<file path="config.mk">
export PLATFORM = sky130hd
export DESIGN_NAME = kernel_stream_source
export DESIGN_NICKNAME = d
export VERILOG_FILES = /design/src/rtl/kernel_stream_source.sv
export SDC_FILE = /design/constraint.sdc
export NUM_CORES = 1
export LEC_CHECK = 0
export CORE_MARGIN = 8
export CORE_UTILIZATION = 41
export CTS_BUF_LIST = sky130_fd_sc_hd__clkbuf_2 sky130_fd_sc_hd__clkbuf_4 sky130_fd_sc_hd__clkbuf_8
export CTS_CLUSTER_SIZE = 30
export DETAILED_ROUTE_END_ITERATION = 10
export PLACE_DENSITY = 0.66
export SLEW_MARGIN = 20
export SYNTH_ARGS = -nofsm -noshare
export SYNTH_HDL_FRONTEND = slang
export SYNTH_SLANG_ARGS = --single-unit
</file>
<file path="constraint.sdc">
create_clock -name clk -period 3.58 [get_ports clk]
set_clock_uncertainty 0.1 [all_clocks]
set_input_delay 0.358 -clock clk [delete_from_list [all_inputs] [get_ports clk]]
set_output_delay 0.358 -clock clk [all_outputs]
set_load 0.05 [all_outputs]
</file>
<file path="src/rtl/kernel_stream_source.sv">
// Reads NELEMS words in address order from a 1-cycle-latency buffer and streams
// them over a valid/ready handshake through a 2-entry FIFO; pulses done at the end.
module kernel_stream_source #(
  parameter int STREAMW = 32,
  parameter int NELEMS  = 1024,
  parameter int ADDRW   = 10
) (
  input  logic               clk,
  input  logic               rst,
  input  logic               start,
  output logic               busy,
  output logic               done,
  output logic               mem_rden,
  output logic [ADDRW-1:0]   mem_rdaddr,
  input  logic [STREAMW-1:0] mem_rddata,
  output logic               ovalid,
  input  logic               oready,
  output logic [STREAMW-1:0] out_s0
);

  typedef enum logic [1:0] {S_IDLE, S_RUN, S_DONE} state_t;

  // One extra counter bit so NELEMS == 2**ADDRW is representable.
  localparam logic [ADDRW:0] N_TOTAL = (ADDRW+1)'(NELEMS);
  localparam logic [ADDRW:0] N_LAST  = (ADDRW+1)'(NELEMS - 1);
  localparam logic [ADDRW:0] CNT_ONE = (ADDRW+1)'(1);

  state_t             state_q, state_d;
  logic [ADDRW:0]     issued_q, issued_d;
  logic [ADDRW:0]     emitted_q, emitted_d;
  logic               inflight_q, inflight_d;
  logic [1:0]         count_q, count_d;
  logic [STREAMW-1:0] head_q, head_d;
  logic [STREAMW-1:0] tail_q, tail_d;

  logic handshake;
  logic push;

  assign ovalid    = (count_q != 2'd0);
  assign handshake = ovalid & oready;
  assign push      = inflight_q;

  always_comb begin
    // NOTE: every signal written here gets a default first so no path can
    // leave one unassigned, which would otherwise infer a latch.
    state_d    = state_q;
    issued_d   = issued_q;
    emitted_d  = emitted_q;
    count_d    = count_q;
    head_d     = head_q;
    tail_d     = tail_q;
    mem_rden   = 1'b0;
    mem_rdaddr = issued_q[ADDRW-1:0];
    busy       = (state_q == S_RUN);
    done       = (state_q == S_DONE);
    out_s0     = ovalid ? head_q : '0;

    unique case (state_q)
      S_IDLE: begin
        if (start) begin
          state_d   = S_RUN;
          issued_d  = '0;
          emitted_d = '0;
        end
      end
      S_RUN: begin
        // A read may issue into a slot that a handshake frees this same cycle.
        mem_rden = (issued_q < N_TOTAL) &&
                   (((count_q + {1'b0, inflight_q}) < 2'd2) || handshake);
        if (mem_rden)  issued_d  = issued_q + CNT_ONE;
        if (handshake) emitted_d = emitted_q + CNT_ONE;
        if (handshake && (emitted_q == N_LAST)) state_d = S_DONE;
      end
      S_DONE: state_d = S_IDLE;
      default: state_d = S_IDLE;
    endcase

    inflight_d = mem_rden;

    count_d = count_q + {1'b0, push} - {1'b0, handshake};
    if (handshake) head_d = tail_q;
    if (push) begin
      if ((count_q - {1'b0, handshake}) == 2'd0) head_d = mem_rddata;
      else                                       tail_d = mem_rddata;
    end
  end

  always_ff @(posedge clk) begin
    if (rst) begin
      state_q    <= S_IDLE;
      issued_q   <= '0;
      emitted_q  <= '0;
      inflight_q <= 1'b0;
      count_q    <= 2'd0;
    end else begin
      state_q    <= state_d;
      issued_q   <= issued_d;
      emitted_q  <= emitted_d;
      inflight_q <= inflight_d;
      count_q    <= count_d;
    end
  end

  // NOTE: FIFO storage is left unreset; count_q alone decides validity and
  // out_s0 is forced to zero while the FIFO is empty.
  always_ff @(posedge clk) begin
    head_q <= head_d;
    tail_q <= tail_d;
  end

endmodule
</file>
==> metrics.md <==
| Metric | Value |
|---|---|
| Routed length per instance | 14.6 um |
| Initial antenna violation count | 0 |
| TritonCTS buffer count | 9 |
| Full die area | 0.0131 mm2 |
| CTS max path bufs | 2 |
| Power share of the clock group | 16.6% |
| Worst setup startpoint | count_q[0] |
| Primary FF master, synth | dfxtp_1 |
| P_int | 2.20 mW |
| Area contributors post-synth | dfxtp_1 30%, edfxtp_1 24%, mux2i_1 8.3% |
| Arr. time, crit path | 2.51 ns |
| Vias in the first global route | 2991 |
| Worst Setup Path Type | flop to output port |
| Chip height | between 100 and 150 um |
| Reg power frac | 37.6% |
| Synth Net Count | 426 |
| Post-CTS Setup Bufs | 0 |
| Routed wire length | 8630 um |
| PnR worst setup slack | roughly 0.61 ns |
| Pre-Repair DR Iteration Count | 4 |
| Yosys top cell area share | 29.7% |
| Layout Nets | 493 |
| Max-Cap Viols | 0 |
| F_max | 0.336 GHz |
| # IOs | 82 |
| Synth Cell Area | 0.00397 mm2 |
| Initial Util | 41.4% |
| Async SR Flop Fraction | 0% |
| DR iter-0 viols | 140 |
| GPL Wtd Cong | 0.745 |
| Hold_sp | emitted_q[10] |
| Number of flops mapped to enable cells by yosys | 32 |
| Worst-path maximum fanout | 12 |
| Hold Fails Final Rpt | 0 |
| Synth Warn # | 0 |
| Worst Setup Start Kind | flop |
| Worst slew pin tran | 1.04 ns |
| First-pass GRT wire length | 14300 um |
| Clk slew on worst S/H paths | roughly 0.090 ns |
| Min cycle time layout | roughly 3 ns |
| Status | finished, final reports clean |
| CTS tree | built |
| Via density | roughly 4.9 |
| Antenna-violating nets left | 0 |
| Row cnt | 36 |
| # DRC | 0 |
| Yosys reg bits | 91 |
| Core area | 0.00959 mm2 |
| Final TNS setup | 0 ns |
| RR Startpoint | count_q[1] |
| # H-tree levels | 3 |
| IO Port Bufs | between 80 and 90 |
| Total grt overflow | 0 |
| Sequential area share after synthesis | between 50% and 60% |
| PwrDens | 757 mW/mm2 |
| Cell count after synthesis | 387 |
| Post-Place Worst Slack | 0.686 ns |
| Share of cells above drive strength 1 | 6.10% |
| Most common cell in the netlist | dfxtp_1 |
| Synth unique cells | 46 |
| Switching part of the total | between 40% and 50% |
| Vias | 2907 |
| Die extent in x | between 100 and 150 um |
| Largest area contributor in the netlist | dfxtp_1 |
| Max rail drop VDD | approximately 0.00053 V |
| CP required | 3.12 ns |
| Syn-to-layout area delta | 26.2% |
| # hold bufs at CTS | 0 |
| Final setup viols | 0 |
| Antenna Cells | 0 |
| Synth cell count leaders | 59 x dfxtp_1, 45 x nand2_1, 37 x nor2b_1 |
| Pleak | 1.87 nW |
| Root Buffer | clkbuf_8 |
| Crit. End Element | output port |
| CTS sink cnt | slightly above 90 |
| Number of gates resized after CTS | 0 |
| Sw Pwr | 1.60 mW |
| Worst slew margin | 30.5% |
| Period utilization | 83.0% |
| RSZ-0062 raised after global routing | no |
| HP Class | flop to flop |
| Syn_area_per_cell | about 10 um2 |
| GRT Overall Usage | a little over an eighth |
| Gate power share | 45.9% |
| Pin count of the biggest net entering global routing | 65 |
| Final slew viol count | 0 |
| Latest clock arrival within the worst-skew pair | about 0.35 ns |
| Final HPWL DP | 5920 um |
## layout by cell type, fill, tap and decap left out, types with 3 or more instances in the layout
| master | synthesis | layout |
|---|---|---|
| and2_1 | 3 | 3 |
| o31ai_1 | 3 | 3 |
| or3_1 | 6 | 6 |
| and3_1 | 4 | 4 |
| xnor2_1 | 4 | 4 |
| a21oi_1 | 14 | 14 |
| nor2_1 | 9 | 8 |
| nor2b_1 | 37 | 37 |
| nand3b_1 | 3 | 3 |
| buf_4 | 10 | 4 |
| clkbuf_8 | 0 | 9 |
| ha_1 | 3 | 3 |
| nand4_1 | 5 | 5 |
| clkdlybuf4s50_1 | 0 | 81 |
| nor3_1 | 3 | 3 |
| mux2i_1 | 33 | 33 |
| or4_1 | 3 | 3 |
| inv_1 | 5 | 5 |
| o21ai_0 | 27 | 27 |
| nand2b_1 | 8 | 8 |
| nand2_1 | 45 | 45 |
| o21ai_1 | 11 | 10 |
| edfxtp_1 | 32 | 32 |
| dfxtp_1 | 59 | 59 |
| nand3_1 | 14 | 14 |
## metrics by stage
| stage | utilization, % | instance area, um2 | hold slack (ns) | power [mW] | instances |
|---|---|---|---|---|---|
| global route | 52.2 | 5010 | 0.429 | 4.01 | 592 |
| floorplan | - | 3970 | 0.335 | 2.65 | 387 |
| CTS | 52.2 | 5010 | 0.384 | 3.85 | 592 |
| finish | 52.2 | 5010 | 0.382 | 3.79 | 592 |
| global placement | 50.4 | 4840 | 0.361 | 3.18 | 576 |
| detailed placement | 50.4 | 4840 | 0.370 | 3.20 | 576 |
## metal layers
layer  wire length (um)  track usage [%]  up-vias
met2               3950             21.1       72
li1                   -                -     1494
met1               3850             16.0     1334
met4                 89             4.88        0
met5                  0                0        -
met3                737             6.22        7
## cells by family after synthesis
group | after synthesis | synth area share [%]
muxes | 34 | 8.60
DFF | 91 | 53.9
and+or+nand+nor | 148 | 20.0
buffers and inverters | 35 | 4.66
xor gates and xnor gates | 5 | 1.10
AOI/OAI and AO/OA | 71 | 10.8
adders and majority gates | 3 | 0.945
## area by class of cell
cell class | instances | area (um2)
fillers | 906 | 4580
inverters | 6 | 22.5
multi-input cells | 261 | 1670
clock buffers | 9 | 124
flip-flops and latches | 91 | 2140
clock inverters | 7 | 51.3
well taps | 133 | 166
repair buffers | 85 | 841
## final timing paths
path                                       to  slack (ns)  cells past startpoint
worst max register to register     head_q[22]        1.37                      4
worst min-delay path            emitted_q[10]        0.38                      2
worst min register to register  emitted_q[10]        0.38                      2
worst max-delay path                 mem_rden        0.61                      5
## state kept, by name (all words and copies together) (netlist names)
signal / cells
head_q: 32
tail_q: 32
emitted_q: 11
issued_q: 11
count_q: 2
state_q: 2
inflight_q: 1
## power by group through the flow
stage	logic (mW)	registers [mW]	clock network [mW]
detailed placement	1.75	1.45	0
global route	1.86	1.46	0.694
finish	1.74	1.43	0.628
global placement	1.74	1.44	0
CTS	1.76	1.43	0.653
floorplan	1.25	1.40	0
## critical path, stage by stage, from the launching register on
cell and delay [ns]:
dfxtp_1 0.51, ha_1 0.27, or3b_1 0.16, o211ai_2 0.23, inv_2 0.18, clkdlybuf4s50_1 0.82
(Power assumes the default switching activity.)
